$ cat src/rtl/ram256x64_arbiter.sv
`default_nettype none
// ============================================================================
// Module  : ram256x64_arbiter
// Purpose : Two-requester round-robin arbiter/sequencer for one RAM256x64.
// Revision: 1.0 - initial release
// ============================================================================
module ram256x64_arbiter #(
  parameter int DEPTH = 226,
  parameter int AW    = 8,
  parameter int DW    = 64
) (
  input  logic          clock,
  input  logic          reset_n,
  input  logic          req0,
  input  logic          we0,
  input  logic [AW-1:0] addr0,
  input  logic [DW-1:0] wdata0,
  output logic          gnt0,
  output logic          rvalid0,
  input  logic          req1,
  input  logic          we1,
  input  logic [AW-1:0] addr1,
  input  logic [DW-1:0] wdata1,
  output logic          gnt1,
  output logic          rvalid1,
  output logic [DW-1:0] rdata,
  output logic          err,
  output logic [AW-1:0] ram_address,
  output logic [DW-1:0] ram_in,
  output logic          ram_write,
  input  logic [DW-1:0] ram_out
);

  localparam logic [AW:0] c_DEPTH_LIM = (AW+1)'(DEPTH);

  typedef enum logic [1:0] {IDLE = 2'd0, ACCESS = 2'd1, RESP = 2'd2} state_t;

  state_t        state_q, state_d;
  logic          last_q, last_d;
  logic          sel_q, sel_d;
  logic          oor_q, oor_d;
  logic          gnt0_q, gnt0_d, gnt1_q, gnt1_d;
  logic          rvalid0_q, rvalid0_d, rvalid1_q, rvalid1_d;
  logic          err_q, err_d;
  logic [DW-1:0] rdata_q, rdata_d;
  logic [AW-1:0] ram_address_q, ram_address_d;
  logic [DW-1:0] ram_in_q, ram_in_d;
  logic          ram_write_q, ram_write_d;

  logic          w_pick;
  logic [AW-1:0] w_addr;
  logic          w_oor;
  logic          w_we;

  // Requester 1 wins when alone, or when both request and 0 went last.
  assign w_pick = req1 & (~req0 | ~last_q);
  assign w_addr = w_pick ? addr1 : addr0;
  assign w_we   = w_pick ? we1 : we0;
  assign w_oor  = ({1'b0, w_addr} >= c_DEPTH_LIM);

  always_ff @(posedge clock or negedge reset_n) begin
    if (!reset_n) begin
      state_q       <= IDLE;
      last_q        <= 1'b1;
      sel_q         <= 1'b0;
      oor_q         <= 1'b0;
      gnt0_q        <= 1'b0;
      gnt1_q        <= 1'b0;
      rvalid0_q     <= 1'b0;
      rvalid1_q     <= 1'b0;
      err_q         <= 1'b0;
      rdata_q       <= '0;
      ram_address_q <= '0;
      ram_in_q      <= '0;
      ram_write_q   <= 1'b0;
    end else begin
      state_q       <= state_d;
      last_q        <= last_d;
      sel_q         <= sel_d;
      oor_q         <= oor_d;
      gnt0_q        <= gnt0_d;
      gnt1_q        <= gnt1_d;
      rvalid0_q     <= rvalid0_d;
      rvalid1_q     <= rvalid1_d;
      err_q         <= err_d;
      rdata_q       <= rdata_d;
      ram_address_q <= ram_address_d;
      ram_in_q      <= ram_in_d;
      ram_write_q   <= ram_write_d;
    end
  end

  always_comb begin
    state_d       = state_q;
    last_d        = last_q;
    sel_d         = sel_q;
    oor_d         = oor_q;
    gnt0_d        = 1'b0;
    gnt1_d        = 1'b0;
    rvalid0_d     = 1'b0;
    rvalid1_d     = 1'b0;
    err_d         = err_q;
    rdata_d       = rdata_q;
    ram_address_d = ram_address_q;
    ram_in_d      = ram_in_q;
    ram_write_d   = 1'b0;

    case (state_q)
      ACCESS: begin
        // RAM word was loaded at the falling edge inside this cycle.
        state_d   = RESP;
        rvalid0_d = ~sel_q;
        rvalid1_d = sel_q;
        err_d     = oor_q;
        rdata_d   = oor_q ? '0 : ram_out;
      end
      default: begin
        if (req0 || req1) begin
          state_d       = ACCESS;
          sel_d         = w_pick;
          gnt0_d        = ~w_pick;
          gnt1_d        = w_pick;
          oor_d         = w_oor;
          ram_address_d = w_addr;
          ram_in_d      = w_pick ? wdata1 : wdata0;
          ram_write_d   = w_we & ~w_oor;
          if (req0 && req1) begin
            last_d = w_pick;
          end
        end else begin
          state_d = IDLE;
        end
      end
    endcase
  end

  assign gnt0        = gnt0_q;
  assign gnt1        = gnt1_q;
  assign rvalid0     = rvalid0_q;
  assign rvalid1     = rvalid1_q;
  assign err         = err_q;
  assign rdata       = rdata_q;
  assign ram_address = ram_address_q;
  assign ram_in      = ram_in_q;
  assign ram_write   = ram_write_q;

endmodule
`default_nettype wire

$ cat config.mk
export PLATFORM = sky130hd
export DESIGN_NAME = ram256x64_arbiter
export DESIGN_NICKNAME = d
export VERILOG_FILES = /design/src/rtl/ram256x64_arbiter.sv
export SDC_FILE = /design/constraint.sdc
export NUM_CORES = 1
export LEC_CHECK = 0
export ABC_AREA = 1
export CORE_AREA = 4 4 145 147
export CTS_BUF_LIST = sky130_fd_sc_hd__clkbuf_4 sky130_fd_sc_hd__clkbuf_8 sky130_fd_sc_hd__clkbuf_16
export CTS_CLUSTER_DIAMETER = 80
export CTS_CLUSTER_SIZE = 20
export DETAILED_ROUTE_END_ITERATION = 6
export DIE_AREA = 0 0 149 151
export PLACE_DENSITY = 0.78
export SLEW_MARGIN = 20
export SYNTH_ARGS = -nofsm -noshare
export SYNTH_HDL_FRONTEND = slang
export SYNTH_SLANG_ARGS = --single-unit
$ cat constraint.sdc
create_clock -name clock -period 1.5 [get_ports clock]
set_clock_uncertainty 0.1 [all_clocks]
set_input_delay 0.3 -clock clock [delete_from_list [all_inputs] [get_ports clock]]
set_output_delay 0.3 -clock clock [all_outputs]
set_load 0.005 [all_outputs]
==> run_results.csv <==
group,metric,value,unit
die,die_area,22500,um^2
critical_path,cp_slowest_stage_delay,0.54,ns
detailed_routing,ant_nets,0,
detailed_routing,wl,23300,um
global_route,grt_pass1_wl,32600,um
detailed_routing,top_layer_used,"met5",
yosys,yosys.area.top_type_share,0.621,
die,die_y,151,um
power_and_ir_drop,vdd_drop_max,0.884,mV
timing,hold_viol,0,
final_layout,fin_util,0.560,
flow_run,cap_violations,0,
detailed_routing,viasPerCell,4.66,
critical_path,end_kind,"register",
cts,cts_buffer_depth,2,
yosys,yosysWarnings,0,
timing,worst_slack,-0.0278,ns
critical_path,cp_slowest_cell,"dfstp_2",
yosys,synth_seq_cells,147,
die,die_x,149,um
critical_path,cp_cell_sequence,"nand2_2 -> nand2_4 -> inv_4 -> nor2_8 -> buf_12 -> clkbuf_16 -> nand2_1 -> nand3_1",
detailed_routing,first_pass_iters,4,
yosys,synth_area,5880,um^2
timing,max_slew.worst_pin.slew,0.358,ns
hold_path,hold_class,"primary input to async pin",
cts,clk_latency,0.41,ns
detailed_routing,wl_per_cell,18.1,um
timing,rsz0062_at_grt,"true",
timing,min_period,1.53,ns
yosys,postSynthCellCount,574,
yosys,yosysTopAreaCell,"dfrtp_1",
cts,cts_max_level,4,
die,rows,52,
global_route,grt_use_total,0.186,
final_layout,layout.cells.non_filler,1291,
power_and_ir_drop,power_density,1900,nW/um^2
yosys,syn_nets,788,
placed_design,gp_congestion,0.786,
final_layout,drive_above_1_share,0.158,
timing,max_freq,0.655,GHz
final_layout,final_cell_mix,"clkdlybuf4s50_1, nand2_1, dfrtp_1",
detailed_routing,drt_iter0_drc,261,
critical_path,critPathKind,"register to register",
critical_path,cp-start-kind,"register",
final_layout,syn2layout_area_growth,89.7,%
yosys,synth_cell_type_count,23,
global_route,overflow,0,
timing,period_share,1.02,
outcome,failed_checks,"setup timing",
placed_design,dp_cells,1198,
yosys,syn_area_per_cell,10.2,um^2
final_layout,final_common_cell,"clkdlybuf4s50_1",
final_layout,nets,1222,
critical_path,cp.required,1.74,ns
placed_design,pre_cts_ws,-0.631,ns
cts,cts_buffers,17,
timing,slew_headroom,0.761,
timing,slew_violations,0,
power_and_ir_drop,power.total,21.2,mW
yosys,synth_seq_area_share,0.626,
cts,cts_tree,"built",
yosys,synthTopCellsByArea,"dfrtp_1, nand2_1, a22o_1",
placed_design,io_buffers,355,
die,ios,356,
power_and_ir_drop,p_leak,5.22,nW
cts,path_clk_slew,0.07,ns
global_route,grt_max_degree,64,
timing,setup-violations-final,14,
global_route,grt_antenna_before_repair,2,
final_layout,diodes,0,
detailed_routing,route.met2.wl,11300,um
detailed_routing,met1_length,8960,um
detailed_routing,met3_length,2410,um
critical_path,critPathMaxFanout,6,
detailed_routing,drc,0,
placed_design,dp_hpwl,15900,um
global_route,first_global_vias,5973,
final_layout,fillCellCount,1693,
die,core_area,19900,um^2
cts,clock-root-buffer,"clkbuf_16",
outcome,status,"finished, violations left",
detailed_routing,routed-via-count,6018,
critical_path,arrival,1.77,ns
cts,clock-sinks,147,
die,start_util,0.295,
## registers in the layout (all words and copies together), names as in the netlist, 2 cells and up
name         cells
ram_address      8
ram_in          64
rdata           64
state_q          2
## Yosys cell counts, drive strengths merged
cell / n
dfstp: 1
inv: 7
nand3: 71
a22o: 64
clkbuf: 5
o211ai: 1
or2: 1
a31oi: 6
nand2: 214
o21ai: 9
dfrtp: 146
buf: 31
a21oi: 1
nor2: 17
## final timing paths
path	from	to	slack, ns	cells past startpoint
hold / removal	reset_n	ram_in[0]	0.25	2
setup reg to reg	last_q	ram_in[34]	-0.03	8
hold reg to reg	sel_q	rvalid0	0.35	1
setup / recovery	last_q	ram_in[34]	-0.03	8
max in group asynchronous	reset_n	last_q	0.46	3
min in group clock	wdata0[24]	ram_in[24]	0.34	3
## layer usage
| metal | vias up | track usage |
|---|---|---|
| li1 | 2809 | - |
| met1 | 2882 | 0.214 |
| met2 | 288 | 0.315 |
| met3 | 35 | 0.0829 |
| met4 | 4 | 0.0508 |
| met5 | - | 0 |
## area by class of cell
| type | count | area, um^2 | share of cell area |
|---|---|---|---|
| clock buffer | 17 | 425 | 0.0381 |
| clock inverter | 15 | 161 | 0.0145 |
| tap | 270 | 338 | 0.0303 |
| timing repair buffer | 451 | 4510 | 0.404 |
| inverter | 7 | 38.8 | 0.00348 |
| sequential | 147 | 3680 | 0.330 |
| multi-input combinational | 384 | 2000 | 0.179 |
## power by group
part / leakage [nW] / switching [mW] / internal [mW]
Combinational: 3.14 / 4.35 / 5.57
Clock: 0.289 / 1.93 / 2.37
Sequential: 1.79 / 1.07 / 5.89
## timing repair
item	in CTS	in global routing
setup endpoints to repair	151	138
pin swaps	0	6
gates cloned	1	10
setup buffers	15	34
resized for setup	204	79
endpoints found under the hold margin	41	0
hold buffers	1	0
## per-stage QoR
stage | hold WS (ns) | setup TNS [ns] | cell area (um^2)
after floorplan | -0.0956 | 0 | 5880
after global placement | 0.119 | -30.78 | 9900
after detailed placement | 0.119 | -32.26 | 9900
after CTS | 0.231 | -0.0369 | 10600
after global routing | 0.267 | -2.42 | 11200
final | 0.254 | -0.139 | 11200
## critical path, delay by kind of cell, from the launching register on
family | cells | cell delay, ns
buffers and inverters | 3 | 0.38
AND/OR/NAND/NOR | 5 | 0.43
flip-flops | 1 | 0.54
## cell families (layout without fill, tap and decap cells)
group,count (synthesis),after routing,synth area share
AND/OR/NAND/NOR,303,303,0.214
AO/OA/AOI/OAI,81,81,0.113
buffers and inverters,43,490,0.0464
flip-flops,147,147,0.626
No activity file was read; power rests on OpenSTA's default activity.
